[src/rtl/ldext_unit.sv]
// ldext_unit: RISC-V load align/extend stage with a 2-entry output/skid buffer.
// Ports: clk, rst (sync, active-high); in_valid/in_ready/in_word/in_offs/in_op
// carry one load beat; out_valid/out_ready/out_data/out_err return the result.
// Define LDEXT_MISALIGN_CHECK_EN to flag misaligned beats as errors; otherwise
// the offset bits below the op size are ignored.
module ldext_unit #(
    parameter int DATA_WIDTH = 32,
    parameter int OFFS_WIDTH = $clog2(DATA_WIDTH/8)
) (
    input  logic                  clk,
    input  logic                  rst,
    input  logic                  in_valid,
    output logic                  in_ready,
    input  logic [DATA_WIDTH-1:0] in_word,
    input  logic [OFFS_WIDTH-1:0] in_offs,
    input  logic [2:0]            in_op,
    output logic                  out_valid,
    input  logic                  out_ready,
    output logic [DATA_WIDTH-1:0] out_data,
    output logic                  out_err
);
    logic [1:0]            lg;
    logic [6:0]            nbits;
    logic [OFFS_WIDTH-1:0] alm, offs_e;
    logic [DATA_WIDTH-1:0] sh, mask, res, data_c;
    logic                  illegal, sgn, err_c, accept;
    logic                  out_valid_q, out_valid_d, out_err_q, out_err_d;
    logic                  skid_full_q, skid_full_d, skid_err_q, skid_err_d;
    logic [DATA_WIDTH-1:0] out_data_q, out_data_d, skid_data_q, skid_data_d;
`ifdef LDEXT_MISALIGN_CHECK_EN
    logic                  misal;
`endif
    always_comb begin
        lg      = in_op[1:0];
        nbits   = 7'd8 << lg;
        alm     = OFFS_WIDTH'((4'd1 << lg) - 4'd1);
        illegal = in_op == 3'b111 || (DATA_WIDTH == 32 && (in_op == 3'b011 || in_op == 3'b110));
`ifdef LDEXT_MISALIGN_CHECK_EN
        misal   = |(in_offs & alm);
        offs_e  = in_offs;
        err_c   = illegal || misal;
`else
        offs_e  = in_offs & ~alm;
        err_c   = illegal;
`endif
        sh      = in_word >> {offs_e, 3'b000};
        mask    = lg == 2'd3 ? '1 : (DATA_WIDTH'(1) << nbits) - DATA_WIDTH'(1);
        // field MSB is the top set bit of the mask; unsigned ops never extend
        sgn     = !in_op[2] && |(sh & mask & ~(mask >> 1));
        res     = (sh & mask) | (sgn ? ~mask : '0);
        data_c  = err_c ? '0 : res;
    end
    assign in_ready  = !skid_full_q && !rst;
    assign accept    = in_valid && in_ready;
    assign out_valid = out_valid_q;
    assign out_data  = out_data_q;
    assign out_err   = out_err_q;
    always_comb begin
        out_valid_d = out_valid_q;
        out_data_d  = out_data_q;
        out_err_d   = out_err_q;
        skid_full_d = skid_full_q;
        skid_data_d = skid_data_q;
        skid_err_d  = skid_err_q;
        if (!out_valid_q || out_ready) begin
            // output free: skid entry (older) wins; a full skid blocks new beats
            out_valid_d = skid_full_q || accept;
            out_data_d  = skid_full_q ? skid_data_q : accept ? data_c : out_data_q;
            out_err_d   = skid_full_q ? skid_err_q : accept ? err_c : out_err_q;
            skid_full_d = 1'b0;
        end else if (accept) begin
            skid_full_d = 1'b1;
            skid_data_d = data_c;
            skid_err_d  = err_c;
        end
    end
    always_ff @(posedge clk) begin
        if (rst) begin
            out_valid_q <= 1'b0;
            out_data_q  <= '0;
            out_err_q   <= 1'b0;
            skid_full_q <= 1'b0;
            skid_data_q <= '0;
            skid_err_q  <= 1'b0;
        end else begin
            out_valid_q <= out_valid_d;
            out_data_q  <= out_data_d;
            out_err_q   <= out_err_d;
            skid_full_q <= skid_full_d;
            skid_data_q <= skid_data_d;
            skid_err_q  <= skid_err_d;
        end
    end
endmodule

[config.mk]
export PLATFORM = sky130hd
export DESIGN_NAME = ldext_unit
export DESIGN_NICKNAME = d
export VERILOG_FILES = /design/src/rtl/ldext_unit.sv
export SDC_FILE = /design/constraint.sdc
export NUM_CORES = 1
export LEC_CHECK = 0
export CAP_MARGIN = 20
export CORE_ASPECT_RATIO = 1.5
export CORE_MARGIN = 2
export CORE_UTILIZATION = 50
export DETAILED_ROUTE_END_ITERATION = 6
export PLACE_DENSITY_LB_ADDON = 0.2
export SLEW_MARGIN = 20
export SYNTH_ARGS = -nofsm -noshare
export SYNTH_HDL_FRONTEND = slang
export SYNTH_SLANG_ARGS = --single-unit
[constraint.sdc]
create_clock -name clk -period 2.65 [get_ports clk]
set_clock_uncertainty 0.1 [all_clocks]
set_input_delay 0.6625 -clock clk [delete_from_list [all_inputs] [get_ports clk]]
set_output_delay 0.6625 -clock clk [all_outputs]
set_load 0.01 [all_outputs]
Word level (Yosys, flattened, before mapping)

Index checks and enable logic that the tools add are counted.

Flip-flop bits (word level): 68
Bits of input ports: 41
Output and inout bits: 35
Word-level logic and storage cells: 47

Add/subtract/negate cells: 2
Equality and inequality tests: 4
Shift-type cells: 4
Multiplexer cells: 7
Bitwise gates (word level): 8
Reductions and logical operators: 16

Operators by type and width:

| operator                | count |
|---|---|
| $mux W32                | 5 |
| $and A32 B32 Y32        | 2 |
| $not A31 Y32            | 1 |
| $not A32 Y32            | 1 |
| $or A32 B32 Y32         | 1 |
| $reduce_or A32 Y1       | 1 |
| $shl A1 B7 Y32 const A  | 1 |
| $shr A32 B5 Y32         | 1 |
| $sub A32 B1 Y32 const B | 1 |
| $shl A4 B2 Y7 const A   | 1 |
| $eq A3 B3 Y1 const B    | 2 |
| $logic_not A1 Y1        | 4 |
| $logic_or A1 B1 Y1      | 4 |
| $reduce_and A2 Y1       | 2 |
| $eq A3 B2 Y1 const B    | 1 |
| $logic_and A1 B1 Y1     | 3 |
| $and A2 B2 Y2           | 1 |
| $eq A2 B2 Y1 const B    | 1 |
| $mux W1                 | 2 |
| $not A2 Y2              | 1 |
| $reduce_bool A2 Y1      | 1 |
| $reduce_or A2 Y1        | 1 |
| $shl A1 B2 Y2 const A   | 1 |
| $sub A2 B1 Y2 const B   | 1 |
| $not A1 Y1              | 1 |

Logic depth before layout (Yosys ltp)

Gate-level depths: netlist of the first run.

Depth after elaboration: 14
Gate-level depth with buffers: 8
Depth with buffers taken out: 5

Worst setup path after synthesis of the first run

OpenSTA, ideal clock, no wires.

Path kind: input port to flip-flop
Start: input port rst
End: register skid_data_q[22]
Setup time: 0.122 ns
Data arrival time: 2.097 ns
Required time: 2.428 ns
Path slack: 0.332 ns
Stages: 7
Cell sequence: clkbuf_1 > nor2_1 > nand2_1 > nor2_2 > nor2_1 > clkbuf_1 > a221o_1

Longest elaborated chain between the ends: 4

Ends and longest elaborated chain:

| element                            | RTL line | text |
|---|---|---|
| start, declared                    | 11       | `input logic rst,` |
| $logic_not A1 Y1                   | 53       | `assign in_ready = !skid_full_q && !rst;` |
| $logic_and A1 B1 Y1                | 53       |  |
| via in_ready                       | 13       | `output logic in_ready,` |
| $logic_and A1 B1 Y1                | 54       | `assign accept = in_valid && in_ready;` |
| $reduce_and A2 Y1 (no source line) | n/a      |  |
| end signal, assigned               | 90       | `skid_data_q <= skid_data_d;` |
| end, declared                      | 29       | `logic [DATA_WIDTH-1:0] out_data_q, out_data_d, skid_data_q, skid_data_d;` |

The timed path passes the listed nets, and every way through them passes these cells.
A chain may end at the register's enable or synchronous reset.

Final worst setup path of the first run

Start: input port rst
End: output port in_ready

Longest elaborated chain between the ends: 2

Ends and longest elaborated chain:

| element             | RTL line |
|---|---|
| $logic_not A1 Y1    | 53 |
| $logic_and A1 B1 Y1 | 53 |
| end, declared       | 13 |

Every way passes these cells.

==> results of run 1 <==
==> final cells by class <==
class | instances | area (sq um)
fill | 561 | 2120
clock inverter | 7 | 98.8
tap | 78 | 97.6
inverter | 10 | 37.5
clock buffer | 9 | 124
multi-input combinational | 288 | 1880
sequential | 68 | 1360
timing repair buffer | 111 | 1030
==> cells by family (layout without fill, tap and decap cells) <==
kind of cell / after synthesis / count (layout)
DFF: 68 / 68
muxes: 17 / 17
AOI/OAI and AO/OA: 143 / 143
buffers and inverters: 49 / 137
and+or+nand+nor: 128 / 128
==> path summary, 6_finish.rpt <==
path,start,to,cells past startpoint
max,rst,in_ready,3
min,skid_data_q[7],skid_data_q[7],2
max reg2reg,skid_full_q,out_data[12],5
min reg2reg,skid_data_q[7],skid_data_q[7],2
==> critical path: stages <==
cell,delay (ns)
clkdlybuf4s50_1,0.44
nor2_1,0.14
clkdlybuf4s50_1,0.55
==> metrics by stage <==
stage               TNS (ns)  hold WS, ns
floorplan                  0        0.336
global placement       -3.52        0.343
detailed placement     -4.02        0.355
CTS                        0        0.367
global route               0        0.393
finish                     0        0.365
==> Yosys cell counts (all sizes together) (4+ instances only) <==
library cell	count	share of area, %
a21oi	33	4.8
o221ai	8	2.0
nor3	4	0.58
nand2	50	5.4
a22o	8	2.0
o21ai	35	5.1
a31oi	7	1.3
o211ai	7	1.5
clkbuf	24	2.6
a21o	15	3.3
mux2	8	2.6
nor2	12	1.4
a311oi	10	2.5
inv	10	1.1
buf	15	2.4
nor2b	7	1.3
mux4	7	4.6
nand3	24	3.5
o211a	7	2.0
dfxtp	68	39
a221o	8	2.3
nand3b	11	2.4
nand2b	12	2.2
==> metal layers <==
layer	GRT usage, %	vias up
met5	0	-
met4	10.2	0
met3	4.21	13
met2	47.4	142
met1	34.3	1660
li1	-	1657
==> placed cells by master, fill, tap and decap left out, drive strengths merged, types with 12 or more instances in the layout <==
master	instances
a21oi	33
nand2b	12
buf	36
clkdlybuf4s50	75
nand3	24
dfxtp	68
nand2	50
nor2	12
o21ai	35
a21o	15
==> what timing repair did <==
item / 4_1_cts / 5_1_grt
setup endpoints to repair: 0 / 8
hold endpoints to repair: 0 / 0
gates resized for setup: 0 / 1
hold buffers: 0 / 0
==> power by group <==
part / internal [mW] / switching (mW) / leakage [nW] / total, mW
Sequential: 1.07 / 0.0233 / 0.554 / 1.09
Combinational: 0.235 / 0.223 / 1.11 / 0.458
Clock: 0.534 / 0.436 / 0.110 / 0.970
Total: 1.84 / 0.683 / 1.77 / 2.52
==> sequential cells by signal, summed over array words and instances, names as in the netlist <==
register and count:
out_data 32, out_err 1, out_valid 1, skid_data_q 32, skid_err_q 1, skid_full_q 1
==> results.toml, run 1 <==
[run_status]
outcome = "complete, no violations"

[logic_synthesis]
synth_xor_area_share_pct = 0
netlist_instances = 405
yosysUniqueCellTypes = 40
synth_top_family_by_area = "compound AO/OA/AOI/OAI gates"
syn_area_sq_mm = 0.00345
yosys.area_share.simple_pct = 18.5
synth_nets = 446
async_flop_share_pct = 0
ys_ff_latch = 68
synthFlopType = "dfxtp_1"
synth-seq-area-share_pct = 39.4
synth_compound_area_share_pct = 28.2
synth_edf_count = 0
synth_mux_area_share_pct = 7.76
yosys_warnings = 0
synth.avg_cell_area_sq_um = 8.52
synthAdderAreaFrac_pct = 0

[drt]
vias = 3472
wl_met1_um = 4150
met2_wirelength_um = 5070
drc_errors = 0
routed_wl_um = 10000
drtIter0Drc = 291
ant_nets = 0
wl_met3_um = 634
viasPerCell = 6.08
top_layer = "met4"
firstDrtPassIters = 5
post_drt_wl_per_cell_um = 17.6

[placed_design]
hpwlAfterDp_um = 7180
place_congestion = 0.966
placedCellCount = 555
portBuffers = 75
place_ws_ns = -0.180
placed_area_sq_mm = 0.00441

[pwr]
peakVddDrop_mv = 0.290
p_leak_nw = 1.77
p_total_mw = 2.52
power.density_mw_per_mm2 = 543

[global_routing]
first_global_vias = 3362
grt_max_degree = 35
antenna_found_initial = 0
grt_usage_pct = 27.6
grt_pass1_wl_um = 16500
overflow = 0

[critical_path]
crit_fanout = 3
critical_path_required_ns = 1.89
critPathCaptureType = "output pin"
reg2reg_slack_ns = 0.72
cp.arrival_ns = 1.79
startpoint_type = "primary input"
path_class = "primary input to output pin"

[sta]
setup_viol = 0
hold_violations = 0
slew_headroom_pct = 53.5
fin_crit_sh_pct = 96.2
fmax_ghz = 0.392
tightest_slew_ns = 0.697
period_needed_ns = 2.55
rsz0062_at_grt = "no"
final_max_slew_viol_count = 0
worst_slack_ns = 0.100

[clock_tree]
cts_num_sinks = 68
cts_buffers = 9
clock_latency_ns = 0.36
tritoncts = "yes"
post_cts_buffers = 0
cts-root-buf = "clkbuf_8"
h-tree-depth = 3
clk_pin_slew_ns = 0.08
cts_max_path_buffers = 2

[finish]
synthToLayoutAreaGrowth_pct = 34.3
final_util_pct = 68.6
diodes = 0
finalNonFillerCells = 571
final_area_sq_mm = 0.00464
drive_above_1_share_pct = 14.6
nets = 529

[floorplanning]
die_y_um = 106
core_area_sq_mm = 0.00676
ios = 76
die-area_sq_mm = 0.00760
num_rows = 37
die_x_um = 71.8
initial_core_util_pct = 51.1

[run]
maxCapViolCount = 0

[worst_hold_path]
worstHoldPathType = "flop to flop"
Power figures use the tool's default switching activity.
==> run 2: changes to the inputs <==
--- a/config.mk
+++ b/config.mk
@@ -5,8 +5,7 @@
 export SDC_FILE = /design/constraint.sdc
 export NUM_CORES = 1
 export LEC_CHECK = 0
-export CAP_MARGIN = 20
-export CORE_ASPECT_RATIO = 1.5
+export CAP_MARGIN = 0
 export CORE_MARGIN = 2
 export CORE_UTILIZATION = 50
 export DETAILED_ROUTE_END_ITERATION = 6
==> run 2 against run 1 <==
Clock power decreased by 0.4%. Non-clock buffer count rose by 2. Design area up 0.30%. Die area down 0.18%. Power grew 0.11%. Register-to-register slack lost 0.06 ns. Worst hold slack improved by 0.0019 ns. Routed wire length is 1.1% higher. Worst setup slack lost 0.036 ns. Final cell count is 0.70% higher. Critical path type unchanged. Critical endpoint unchanged. Highest routed layer unchanged.
==> results.toml, run 2 (synthesized netlist as in run 1, its figures left out) <==
[drt]
drc_errors = 0
firstDrtPassIters = 4
vias = 3454
drtIter0Drc = 322
post_drt_wl_per_cell_um = 17.7
viasPerCell = 6.01
routed_wl_um = 10200
ant_nets = 0

[worst_hold_path]
hold_start = "skid_data_q[7]"
whs_path_depth = 2
hold_end = "skid_data_q[7]"
worstHoldPathType = "flop to flop"

[clock_tree]
cts-root-buf = "clkbuf_8"
hold_buffers = 0
h-tree-depth = 3
cts_buffers = 9
clock_latency_ns = 0.35
cts_resized = 0
cts_num_sinks = 68
clk_pin_slew_ns = 0.08
tritoncts = "yes"
cts_max_path_buffers = 2
post_cts_buffers = 0

[global_routing]
grt_max_degree = 37
overflow = 0
first_global_vias = 3268
grt_pass1_wl_um = 16400
antenna_found_initial = 0
grt_usage_pct = 27.7

[floorplanning]
initial_core_util_pct = 51.4
ios = 76
core_area_sq_mm = 0.00672
num_rows = 30
die_y_um = 87.1
die-area_sq_mm = 0.00758
die_x_um = 87.1

[pwr]
p_leak_nw = 1.77
p_total_mw = 2.52
power.density_mw_per_mm2 = 542
peakVddDrop_mv = 0.271

[placed_design]
portBuffers = 75
placed_area_sq_mm = 0.00443
hpwlAfterDp_um = 7260
place_congestion = 0.871
place_ws_ns = -0.162

[finish]
nets = 531
fillCellCount = 560
final_cell_mix = "clkdlybuf4s50_1 (75), dfxtp_1 (68), nand2_1 (50)"
multi_input_area_sq_mm = 0.00188
register_area_sq_mm = 0.00136
final_common_cell = "clkdlybuf4s50_1"
diodes = 0
drive_above_1_share_pct = 14.7
final_area_sq_mm = 0.00465
synthToLayoutAreaGrowth_pct = 34.7

[sta]
fmax_ghz = 0.387
hold_violations = 0
period_needed_ns = 2.59
final_max_slew_viol_count = 0
setup_viol = 0
slew_headroom_pct = 51.1
fin_crit_sh_pct = 97.6
worst_slack_ns = 0.0648
tightest_slew_ns = 0.732
rsz0062_at_grt = "no"

[critical_path]
startpoint_type = "primary input"
critical_path_required_ns = 1.89
critPathCaptureType = "output pin"
reg2regPathDepth = 5
worstReg2RegStart = "skid_full_q"
crit_fanout = 4
rr_endpoint = "out_data[27]"
cp.arrival_ns = 1.82
reg2reg_slack_ns = 0.66
path_class = "primary input to output pin"

[run_status]
outcome = "complete, no violations"

[run]
maxCapViolCount = 0
## run 2: worst max path at each step
stage / startpoint / depth (start not counted) / to
after detailed placement: rst / 7 / skid_data_q[17]
after global routing: rst / 3 / in_ready
final: rst / 3 / in_ready
after CTS: rst / 3 / in_ready
after global placement: rst / 7 / skid_data_q[20]
after floorplan: rst / 7 / skid_data_q[22]
## run 2: cell type report
class                      count  area share [%]
multi-input combinational    288            40.4
sequential                    68            29.3
timing repair buffer         113            22.6
clock buffer                   9            2.66
tap                           80            2.15
clock inverter                 7            2.10
inverter                      10           0.807
## run 2: power by group
part | internal, mW | total (mW) | switching, mW
Sequential | 1.07 | 1.09 | 0.0232
Clock | 0.534 | 0.966 | 0.432
Combinational | 0.237 | 0.465 | 0.228
## run 2: metrics by stage
| step | utilization, % | cells | TNS (ns) | hold WS [ns] |
|---|---|---|---|---|
| 3_5_place_dp | 65.9 | 559 | -3.98 | 0.351 |
| 6_report | 69.2 | 575 | 0 | 0.367 |
| 2_1_floorplan | - | 405 | 0 | 0.336 |
| 3_3_place_gp | 65.9 | 559 | -3.15 | 0.347 |
| 4_1_cts | 69.2 | 575 | 0 | 0.362 |
| 5_1_grt | 69.2 | 575 | 0 | 0.394 |
## run 2: routing by layer
layer	wire length [um]	part of all wire (%)	global-route usage, %
met3	731	7.2	5.12
met1	4480	44	38.9
met4	285	2.8	11.5
met2	4650	46	41.8
met5	0	0	0
## run 2: critical path, stage by stage
cell	delay, ns
clkdlybuf4s50_1	0.47
nor2_1	0.14
clkdlybuf4s50_1	0.55
==> run 3: changes to the inputs <==
--- a/config.mk
+++ b/config.mk
@@ -10,6 +10,7 @@
 export CORE_UTILIZATION = 50
 export DETAILED_ROUTE_END_ITERATION = 6
 export PLACE_DENSITY_LB_ADDON = 0.2
+export RECOVER_POWER = 25
 export SLEW_MARGIN = 20
 export SYNTH_ARGS = -nofsm -noshare
 export SYNTH_HDL_FRONTEND = slang
==> run 3 against run 2 <==
Via count fell by 0.26%. Global-route usage unchanged. Largest power group unchanged. Die area stayed put. Register-to-register slack is essentially flat.
==> results.toml, run 3 (synthesized netlist as in run 1, its figures left out) <==
[placed_design]
hpwlAfterDp_um = 7260
place_congestion = 0.871
portBuffers = 75
placed_area_sq_mm = 0.00443

[sta]
fin_tns_setup_ns = 0
hold_ws_ns = 0.367
slew_headroom_pct = 52.0
fin_crit_sh_pct = 97.6
hold_violations = 0
setup_viol = 0
final_max_slew_viol_count = 0
period_needed_ns = 2.59
rsz0062_at_grt = "no"
fmax_ghz = 0.387
tightest_slew_ns = 0.720

[pwr]
power.density_mw_per_mm2 = 540
p_total_mw = 2.51
p_leak_nw = 1.84
peakVddDrop_mv = 0.269

[finish]
final_area_sq_mm = 0.00465
fillCellCount = 560
multi_input_area_sq_mm = 0.00188
register_area_sq_mm = 0.00136
drive_above_1_share_pct = 14.7
final_util_pct = 69.2
final_common_cell = "dfxtp_1"
synthToLayoutAreaGrowth_pct = 34.7
diodes = 0
final_cell_mix = "dfxtp_1 (68), clkdlybuf4s50_1 (52), nand2_1 (50)"
nets = 531

[critical_path]
cp_num_buf_inv = 2
max_stage_delay_ns = 0.55
rr_endpoint = "out_data[27]"
cpLargestDelayFamily = "buffers and inverters"
crit_path_cell_trace = "clkdlybuf4s50_1 -> nor2_1 -> clkdlybuf4s50_1"
crit_top_cell = "clkdlybuf4s50_1"
crit_fanout = 4
critPathCaptureType = "output pin"
critical_path_required_ns = 1.89
reg2regPathDepth = 5
cp.arrival_ns = 1.82
reg2reg_slack_ns = 0.66
path_class = "primary input to output pin"
worstReg2RegStart = "skid_full_q"
cp_slowest_cell = "clkdlybuf4s50_1"
startpoint_type = "primary input"

[clock_tree]
tritoncts = "yes"
cts-root-buf = "clkbuf_8"
clk_pin_slew_ns = 0.08
clock_latency_ns = 0.35
cts_num_sinks = 68
cts_max_path_buffers = 2
hold_buffers = 0
cts_buffers = 9
h-tree-depth = 3
cts_resized = 0
post_cts_buffers = 0

[floorplanning]
die_x_um = 87.1
ios = 76
die-area_sq_mm = 0.00758
die_y_um = 87.1
core_area_sq_mm = 0.00672
num_rows = 30
initial_core_util_pct = 51.4

[drt]
vias = 3445
routed_wl_um = 10100
drc_errors = 0
viasPerCell = 5.99
drtIter0Drc = 311
firstDrtPassIters = 5
ant_nets = 0
post_drt_wl_per_cell_um = 17.6

[global_routing]
grt.busiest_layer = "met2"
grt_usage_pct = 27.7
grt_pass1_wl_um = 16400
overflow = 0
grt_util_met2_pct = 41.8
grt_max_degree = 37
antenna_found_initial = 0
first_global_vias = 3268
grtUsageMet3_pct = 5.12
met1_usage_pct = 38.9

[worst_hold_path]
whs_path_depth = 2
hold_end = "skid_data_q[7]"
worstHoldPathType = "flop to flop"
hold_start = "skid_data_q[7]"

[run]
maxCapViolCount = 0

[run_status]
outcome = "complete, no violations"
-- run 3: metal layers --
layer | part of all wire (%) | wire length (um) | vias up
met4 | 2.8 | 283 | 0
met1 | 45 | 4550 | 1630
li1 | - | - | 1656
met2 | 46 | 4650 | 139
met5 | 0 | 0 | -
met3 | 6.1 | 621 | 20
-- run 3: worst register-to-register path, stage by stage, from the launching register on --
cell and delay, ns:
dfxtp_1 0.36, buf_4 0.37, o21a_1 0.21, nand2_1 0.10, nor2_1 0.51, a311oi_1 0.19
-- run 3: worst max path at each step --
stage	start	cells after the start	slack, ns	endpoint
after global placement	rst	7	-0.16	skid_data_q[20]
after CTS	rst	3	0.06	in_ready
after floorplan	rst	7	0.33	skid_data_q[22]
after global routing	rst	3	0.02	in_ready
after detailed placement	rst	7	-0.16	skid_data_q[17]
final	rst	3	0.06	in_ready
-- run 3: metrics by stage --
stage,cells,setup WS (ns)
after detailed placement,559,-0.162
final,575,0.0648
after global routing,575,0.0229
after CTS,575,0.0632
after global placement,559,-0.161
after floorplan,405,0.332
-- run 3: final cells by class --
class,count,share of cell area (%)
multi-input combinational,288,40.4
sequential,68,29.3
timing repair buffer,113,22.6
clock buffer,9,2.66
tap,80,2.15
clock inverter,7,2.10
inverter,10,0.807
-- run 3: where the power goes --
group          internal [mW]  switching [mW]
Sequential              1.07          0.0221
Clock                  0.534           0.431
Combinational          0.228           0.227
Total                   1.83           0.680
